===== config.mk =====
export PLATFORM = sky130hd
export DESIGN_NAME = mem_arbiter
export DESIGN_NICKNAME = d
export VERILOG_FILES = /design/src/rtl/mem_arbiter.sv
export SDC_FILE = /design/constraint.sdc
export NUM_CORES = 1
export LEC_CHECK = 0
export CAP_MARGIN = 15
export CELL_PAD_IN_SITES_DETAIL_PLACEMENT = 1
export CELL_PAD_IN_SITES_GLOBAL_PLACEMENT = 2
export CORE_MARGIN = 3
export CORE_UTILIZATION = 11
export CTS_CLUSTER_DIAMETER = 60
export DETAILED_ROUTE_END_ITERATION = 16
export GPL_ROUTABILITY_DRIVEN = 0
export PLACE_DENSITY_LB_ADDON = 0.12
export RECOVER_POWER = 50
export SYNTH_ARGS = -nofsm -noshare
export SYNTH_HDL_FRONTEND = slang
export SYNTH_SLANG_ARGS = --single-unit

===== constraint.sdc =====
create_clock -name CLK -period 6.5 [get_ports CLK]
set_input_delay 1.3 -clock CLK [delete_from_list [all_inputs] [get_ports CLK]]
set_output_delay 1.3 -clock CLK [all_outputs]
set_load 0.02 [all_outputs]

===== src/rtl/mem_arbiter.sv =====
// Single-port RAM arbiter: data requests win over instruction fetches, with a watchdog
// that aborts accesses the RAM never completes and a halt that parks the bus for good.
module mem_arbiter #(
    parameter int TIMEOUT = 255,
    parameter int CNT_W   = 8
) (
    input  logic        CLK,
    input  logic        nRST,
    input  logic        halt,
    input  logic        iREN,
    input  logic        dREN,
    input  logic        dWEN,
    input  logic [31:0] iaddr,
    input  logic [31:0] daddr,
    input  logic [31:0] dstore,
    input  logic [1:0]  ramstate,
    input  logic [31:0] ramload,
    output logic        ihit,
    output logic        dhit,
    output logic [31:0] iload,
    output logic [31:0] dload,
    output logic [31:0] ramaddr,
    output logic        ramREN,
    output logic        ramWEN,
    output logic [31:0] ramstore,
    output logic        busy,
    output logic        mem_err
);

    // state  | meaning
    // IDLE   | no grant; picks data over instruction on the next edge
    // DACC   | data read/write owns the RAM bus
    // IACC   | instruction fetch owns the RAM bus
    // HALTED | parked until reset; requests ignored
    typedef enum logic [1:0] {IDLE, DACC, IACC, HALTED} state_t;

    localparam logic [1:0]       RS_ACCESS = 2'd2;
    localparam logic [CNT_W-1:0] CNT_LOAD  = CNT_W'(TIMEOUT - 1);

    state_t           state;
    logic [CNT_W-1:0] cnt;
    logic             halt_seen;
    logic             mask_d;
    logic             mask_i;

    logic in_d, in_i, d_own, owner, access, hit, expire, dreq, ireq;

    assign in_d   = (state == DACC);
    assign in_i   = (state == IACC);
    assign d_own  = dREN | dWEN;
    assign owner  = in_d ? d_own : iREN;
    assign access = (ramstate == RS_ACCESS);

    assign dhit   = in_d & d_own & access;
    assign ihit   = in_i & iREN & access;
    assign hit    = dhit | ihit;
    assign dload  = dhit ? ramload : 32'h0;
    assign iload  = ihit ? ramload : 32'h0;

    assign ramaddr  = in_d ? daddr : (in_i ? iaddr : 32'h0);
    assign ramREN   = (in_d & dREN) | in_i;
    assign ramWEN   = in_d & dWEN;
    assign ramstore = in_d ? dstore : 32'h0;
    assign busy     = in_d | in_i;

    // Watchdog is a down-counter: loaded on grant, terminal count at zero.
    assign expire = busy & owner & ~access & (cnt == '0);

    // The requester that just hit may still be asserting for one cycle; ignore it once.
    assign dreq = d_own & ~mask_d;
    assign ireq = iREN & ~mask_i;

    always_ff @(posedge CLK or negedge nRST) begin
        if (!nRST) begin
            state     <= IDLE;
            cnt       <= '0;
            mem_err   <= 1'b0;
            halt_seen <= 1'b0;
            mask_d    <= 1'b0;
            mask_i    <= 1'b0;
        end else begin
            mask_d <= dhit;
            mask_i <= ihit;
            unique case (state)
                IDLE: begin
                    halt_seen <= 1'b0;
                    if (halt) begin
                        state <= HALTED;
                    end else if (dreq) begin
                        state <= DACC;
                        cnt   <= CNT_LOAD;
                    end else if (ireq) begin
                        state <= IACC;
                        cnt   <= CNT_LOAD;
                    end
                end
                DACC, IACC: begin
                    if (halt)
                        halt_seen <= 1'b1;
                    if (!owner || hit || expire)
                        state <= (halt || halt_seen) ? HALTED : IDLE;
                    else if (cnt != '0)
                        cnt <= cnt - CNT_W'(1);
                    if (expire)
                        mem_err <= 1'b1;
                end
                HALTED: state <= HALTED;
            endcase
        end
    end

endmodule

* Word level (Yosys, flattened, before mapping) *
Index checks and enable logic that the tools add are counted.

cells by class
  $add $sub $neg = 1
  multipliers = 0
  divide/modulo/power cells = 0
  magnitude comparators = 0
  eq/ne operators = 11
  shift operators = 0
  multiplexer cells = 20
  bitwise operators = 18
  reduce and logical (&&, ||, !) cells = 13

operator list
  kind                   count
  $mux W32               5
  $mux W8                5
  $pmux W8 S2            1
  $and A1 B1 Y1          11
  $mux W2                5
  $ne A2 B2 Y1 const B   5
  $logic_not A8 Y1       1
  $reduce_bool A8 Y1     1
  $sub A8 B1 Y8 const B  1
  $eq A2 B2 Y1 const B   3
  $pmux W2 S3            1
  $reduce_and A2 Y1      3
  $reduce_and A5 Y1      1
  $ne A4 B4 Y1 const B   1
  $or A1 B1 Y1           4
  $logic_or A1 B1 Y1     3
  $ne A3 B3 Y1 const B   1
  $not A1 Y1             3
  $eq A2 B1 Y1 const B   1
  $logic_not A2 Y1       1
  $mux W1                2
  $pmux W1 S2            1
  $reduce_bool A2 Y1     1
  $reduce_or A2 Y1       1
  $logic_not A1 Y1       1

word-level totals
  flip-flop bits (word level) = 14
  latch bits = 0
  bits in writable memories = 0
  memory bits (read-only) = 0
  bits of input ports = 136
  memories = 0

* Logic depth before layout (Yosys ltp) *
Gate-level depths: netlist of run 1.

  word-level depth = 8
  mapped depth = 9
  gate-level depth less buffers = 7

* Worst setup path after synthesis of run 1 *
OpenSTA, ideal clock, no wires.

  kind = input to output
  from = in ramstate[1]
  to = out dload[22]
  arrival time = 2561 ps
  slack = 2639 ps
  stages = 6
  path buffers = 2
  cell sequence = nor2b_1 clkbuf_1 nand2_1 nor2_1 clkbuf_1 and2_1

between the ends
  cells in the longest elaborated chain, start to end = 3

ends and longest elaborated chain
  element          line  text
  start, declared  16    input logic [1:0] ramstate,
  $eq A2 B2 Y1     52    assign access = (ramstate == RS_ACCESS);
  $and A1 B1 Y1    54    assign dhit = in_d & d_own & access;
  via dhit         19    output logic dhit,
  $mux W32         57    assign dload = dhit ? ramload : 32'h0;
  end, declared    21    output logic [31:0] dload,

The timed path passes the listed nets, and every way through them passes these cells.

* Worst setup path after layout of run 1 *
  from = in ramstate[1]
  to = out dload[16]

between the ends
  cells in the longest elaborated chain, start to end = 3

ends and longest elaborated chain
  element        line
  $eq A2 B2 Y1   52
  $and A1 B1 Y1  54
  $mux W32       57

Every way passes these cells.

==> results of run 1 <==
per-layer routing:
metal / vias to the layer above / GRT usage / share of wire
met5: - / 0 / 0
met4: 0 / 0.00736 / 0.0024
met3: 2 / 0.0437 / 0.097
met2: 171 / 0.255 / 0.53
met1: 1492 / 0.137 / 0.37
li1: 1607 / - / -
kinds of logic (layout without fill, tap and decap cells):
logic type	count (synthesis)	in the layout	share of synthesized area
flops	14	14	0.165
mux	1	1	0.00473
buf+inv	35	286	0.0668
simple gates	214	214	0.540
fa+ha+maj	7	7	0.0414
compound gates	66	66	0.181
how the worst max path moves through the flow:
stage / start / endpoint / slack [ps] / cells past startpoint
2_1_floorplan: ramstate[1] / dload[22] / 2640 / 6
3_3_place_gp: iREN / iload[12] / 1500 / 4
3_5_place_dp: iREN / iload[12] / 1480 / 4
4_1_cts: iREN / iload[12] / 1480 / 4
5_1_grt: ramstate[1] / iload[12] / 1360 / 4
6_report: ramstate[1] / dload[16] / 1550 / 7
state kept, by name (all words and copies together) (netlist names):
register   cells
mask_d         1
state          2
mem_err        1
halt_seen      1
cnt            8
mask_i         1
stage by stage:
step / instances / worst slack [ps]
final: 848 / 1550
after global routing: 848 / 1360
after CTS: 848 / 1480
after detailed placement: 844 / 1480
after global placement: 844 / 1500
after floorplan: 337 / 2640
area by class of cell:
cell class | instances | share of cell area
well taps | 260 | 0.0633
inverters | 10 | 0.00731
repair buffers | 272 | 0.528
multi-input cells | 288 | 0.315
clock buffers | 4 | 0.0173
flip-flops and latches | 14 | 0.0682
worst max-delay path, cell delays in order:
cell and delay (ps):
dlygate4sd3_1 550, nor2b_1 450, nand2_1 110, nor2_1 150, buf_4 300, and2_1 170
clkdlybuf4s50_1 620
power by group through the flow:
stage,Combinational [mW],Clock [mW],Sequential [mW]
2_1_floorplan,0.685,0,0.121
3_3_place_gp,1.28,0,0.126
3_5_place_dp,1.29,0,0.126
4_1_cts,1.29,0.138,0.125
5_1_grt,1.33,0.142,0.128
6_report,1.21,0.133,0.124
cells in the final DEF, fill, tap and decap left out, drive strengths merged, types with 2 or more instances in the layout:
| cell type | n |
|---|---|
| nand4 | 4 |
| and3 | 2 |
| or2b | 2 |
| dlygate4sd3 | 55 |
| nand2b | 3 |
| a21oi | 8 |
| nand2 | 71 |
| or4 | 2 |
| o21a | 3 |
| o21ai | 40 |
| nor2 | 14 |
| inv | 10 |
| a21o | 3 |
| o21bai | 2 |
| buf | 3 |
| and2 | 97 |
| dfrtp | 14 |
| clkdlybuf4s50 | 214 |
| nor3 | 6 |
| clkbuf | 4 |
| nand3 | 3 |
| ha | 7 |
| nor4 | 3 |
synthesized netlist by cell type (all sizes together) (3+ instances only):
| cell | count | share of area |
|---|---|---|
| and2 | 97 | 0.29 |
| nor2 | 14 | 0.025 |
| a21o | 3 | 0.011 |
| nand3 | 3 | 0.0095 |
| inv | 10 | 0.018 |
| buf | 3 | 0.0095 |
| o21ai | 40 | 0.095 |
| nor3 | 6 | 0.014 |
| clkbuf | 22 | 0.040 |
| nor4 | 3 | 0.0089 |
| nand4 | 4 | 0.012 |
| o21a | 3 | 0.011 |
| a21oi | 8 | 0.019 |
| nand2 | 71 | 0.13 |
| ha | 7 | 0.041 |
| nand2b | 3 | 0.0089 |
| dfrtp | 14 | 0.17 |
==> metrics.txt, run 1 <==
Hold Path Stages=1; internal power=0.708 mW; Clk Tree Root Cell=clkbuf_16; Worst EP arrival=3650 ps; Placed Instance Area=5060 um2; Critical Path RT=5200 ps; post-route ant nets=0; Seq pwr share=0.085; WL final=14.2 mm; maximum VDD drop=156 uV; worst hold path class=reg2reg; Main synth FF type=dfrtp_1; H-tree depth=1; CTS tree=done; global-route wire length before repair=20.9 mm; die width=145 um; fillers=2,277; TritonRoute pass-1 iters=4; total CTS buffers=3; Fin Hold WS=469 ps; worst slew pin tran=1980 ps; worst-path fanout max=33; IO Port Bufs=269; Worst-path clk slew=50 ps; DRC Markers=0; P_leak=2.02 nW; Peak Freq=0.202 GHz; register area=350 um2; Hold Vio Cnt, Final=0; setup TNS=0 ps; Initial Util=0.112; Worst Hold Launch=mem_err; Fin Clk Skew=0.775 ps; setup violators final=0; gr ovfl total=0; Total Routing Usage GR=0.129; Post-synth EDFFs=0; Sw Pwr=0.762 mW; status=finished, violations left; WHS Endpoint=mem_err; Mean Syn Cell Area=6.28 um2; Worst setup SP type=input port; final core occ=0.273; Cell Area, Synth=2120 um2; RR Endpoint=state[0]; sequential area share after synthesis=0.165; hold buffer count at CTS=0; Syn Inst Count=337; fin. max-slew vios=66; Final nets=732; fin area=5140 um2; largest net degree at the start of global routing=66; asr flop ratio synth=1.00; core footprint=18,800 um2; Final period util=0.762; DRT iter0 DRCs=89; Max-Cap Viols=1; multi-input logic area=1620 um2; Yosys reg bits=14; # rows=50; HPWL after DPL=11.9 mm; final worst path period need=4950 ps; via count=3,272; Crit Path Category=in2out; reg2reg path depth=8; Switching Share=0.518; share of cells above drive strength 1=0.0170; Tot Pwr=1.47 mW; Die Height=145 um; die area=20,900 um2; synthesis-to-layout area growth=143%; routed len/inst=16.7 um; Synth Net Count=480; vias in the first global route=3,553; Worst Setup End Kind=primary output; clock share of power=0.090; warnings from Yosys=0; worst skew pair latency=250 ps; R2R Path Start=state[0]; post-CTS sizing=0; flop2flop setup slack=3550 ps; failing checks=max-capacitance violations, max-slew violations; I/O pin count=270; synth unique cells=44; Post-CTS Setup Repair Bufs=0; initial antenna violation count=0; slew margin rel.=-0.320; Max clock buf depth=2; Ant. Diodes=0; Combinational Power Share=0.825; TritonCTS Sinks=14; power density over the cells=286 nW/um2; RSZ-0062 raised after global routing=false; Via density=3.86
(Power assumes the default switching activity.)
==> run 2, diff against run 1 <==
Clock period 6.5 ns to 4.8 ns, I/O delays scaled along.
==> run 2 against run 1 <==
- the flow now finishes without violations
- clock power up 38%
- routed wire length is 0.89% lower
- utilization increased by 0.086 points
- sequential share of layout area about the same
- clock-buffer cell count unchanged
- total power increased by 36%
- global-route usage fell by 0.28 points
- via count down 0.58%
- flip-flop and latch count is the same
- first-iteration DRC count down 26%
- highest routed layer unchanged
==> metrics.txt, run 2 (synthesis gave the netlist of run 1 again) <==
Worst Hold Launch=mem_err; RR Endpoint=cnt[3]; HPWL after DPL=11.9 mm; reg2reg path depth=8; WL final=14.0 mm; # rows=50; final worst path period need=4230 ps; Worst Setup End Kind=primary output; die width=145 um; R2R Path Start=state[1]; power density over the cells=389 nW/um2; setup violators final=0; flop2flop setup slack=1580 ps; Setup Slack @ Placement=605 ps; Final nets=733; register area=350 um2; Die Height=145 um; Initial Util=0.112; critical path's largest stage delay=860 ps; RSZ-0062 raised after global routing=false; Hold Path Stages=1; Post-CTS Setup Repair Bufs=0; slew margin rel.=0.0659; Clk Tree Root Cell=clkbuf_16; Max-Cap Viols=0; Via density=3.82; Worst-path clk slew=50 ps; maximum VDD drop=201 uV; worst-path cell chain=dlygate4sd3_1 > and4b_1 > and2_1 > clkdlybuf4s50_1; TritonRoute pass-1 iters=4; post-route ant nets=0; DRC Markers=0; initial antenna violation count=3; CP max-delay cell=and4b_1; total CTS buffers=3; worst slew pin tran=1400 ps; IO Port Bufs=269; setup TNS=0 ps; via count=3,253; worst hold path class=reg2reg; vias in the first global route=3,482; Final period util=0.882; max reg flops=8; slack of the critical path=569 ps; CTS tree=done; Total Routing Usage GR=0.126; status=finished, final reports clean; Peak Freq=0.236 GHz; fin area=5150 um2; share of cells above drive strength 1=0.0204; Hold Vio Cnt, Final=0; worst-path fanout max=36; Placed Instance Area=5070 um2; most frequent cells in the layout=clkdlybuf4s50_1, and2_1, nand2_1, dlygate4sd3_1, o21ai_0; most common cell after layout, fill and taps aside=clkdlybuf4s50_1; Worst EP arrival=3270 ps; core footprint=18,800 um2; DRT iter0 DRCs=66; Most flops, register=cnt; fillers=2,265; P_leak=1.97 nW; Critical Path RT=3840 ps; Regs by FF count=cnt x8, state x2; global-route wire length before repair=20.4 mm; largest net degree at the start of global routing=66; Crit Path Category=in2out; multi-input logic area=1630 um2; die area=20,900 um2; WHS Endpoint=mem_err; post-CTS sizing=0; synthesis-to-layout area growth=143%; routed len/inst=16.5 um; Fin Hold WS=461 ps; fin. max-slew vios=0; TritonCTS Sinks=14; hold buffer count at CTS=0; Worst setup SP type=input port; worst skew pair latency=250 ps; H-tree depth=1; gr ovfl total=0; I/O pin count=270; Fin Clk Skew=1.27 ps; Max clock buf depth=2
[run 2: cell count changes in the layout (fill, tap and decap cells not counted)]
cell             previous run  this run
ha_2                        0         1
ha_1                        7         6
dlygate4sd3_1              55        41
and2_1                     97        83
and2_0                      0        14
clkbuf_1                    0         1
nor2_2                      0         1
diode_2                     0         3
clkdlybuf4s50_1           214       228
nor2_1                     14        13
[run 2: layer usage]
layer | part of all wire | routed length, um | track usage
met3 | 0.095 | 1340 | 0.0411
met2 | 0.51 | 7190 | 0.243
met4 | 0.013 | 177 | 0.0265
met1 | 0.38 | 5330 | 0.133
met5 | 0 | 0 | 0
[run 2: how the worst max path moves through the flow]
| stage | end | start | slack (ps) | cells past startpoint |
|---|---|---|---|---|
| floorplan | dload[22] | ramstate[1] | 1620 | 6 |
| CTS | iload[9] | iREN | 600 | 4 |
| global placement | iload[0] | iREN | 720 | 4 |
| finish | iload[30] | iREN | 570 | 4 |
| global route | iload[10] | iREN | 350 | 4 |
| detailed placement | iload[9] | iREN | 610 | 4 |
[run 2: cell type report]
cell class	count	share of cell area
repair buffers	273	0.528
well taps	260	0.0631
clock buffers	4	0.0172
diodes	3	0.00146
flip-flops and latches	14	0.0680
multi-input cells	288	0.315
inverters	10	0.00728
[run 2: stage by stage]
step,power [mW],std cells,util
floorplan,1.09,337,-
global placement,1.91,845,0.269
detailed placement,1.92,845,0.269
CTS,2.11,849,0.274
global route,2.18,852,0.274
finish,2.01,852,0.274
[run 2: power breakdown]
| part | switching (mW) | leakage, nW | internal, mW | total (mW) |
|---|---|---|---|---|
| sequential | 0.0241 | 0.151 | 0.145 | 0.169 |
| clock | 0.0566 | 0.0442 | 0.127 | 0.183 |
| combinational | 0.958 | 1.78 | 0.696 | 1.65 |
[run 2: worst max-delay path, delay by kind of cell]
family / cells / cell delay, ps
buffers and inverters: 2 / 1200
and+or+nand+nor: 2 / 1100
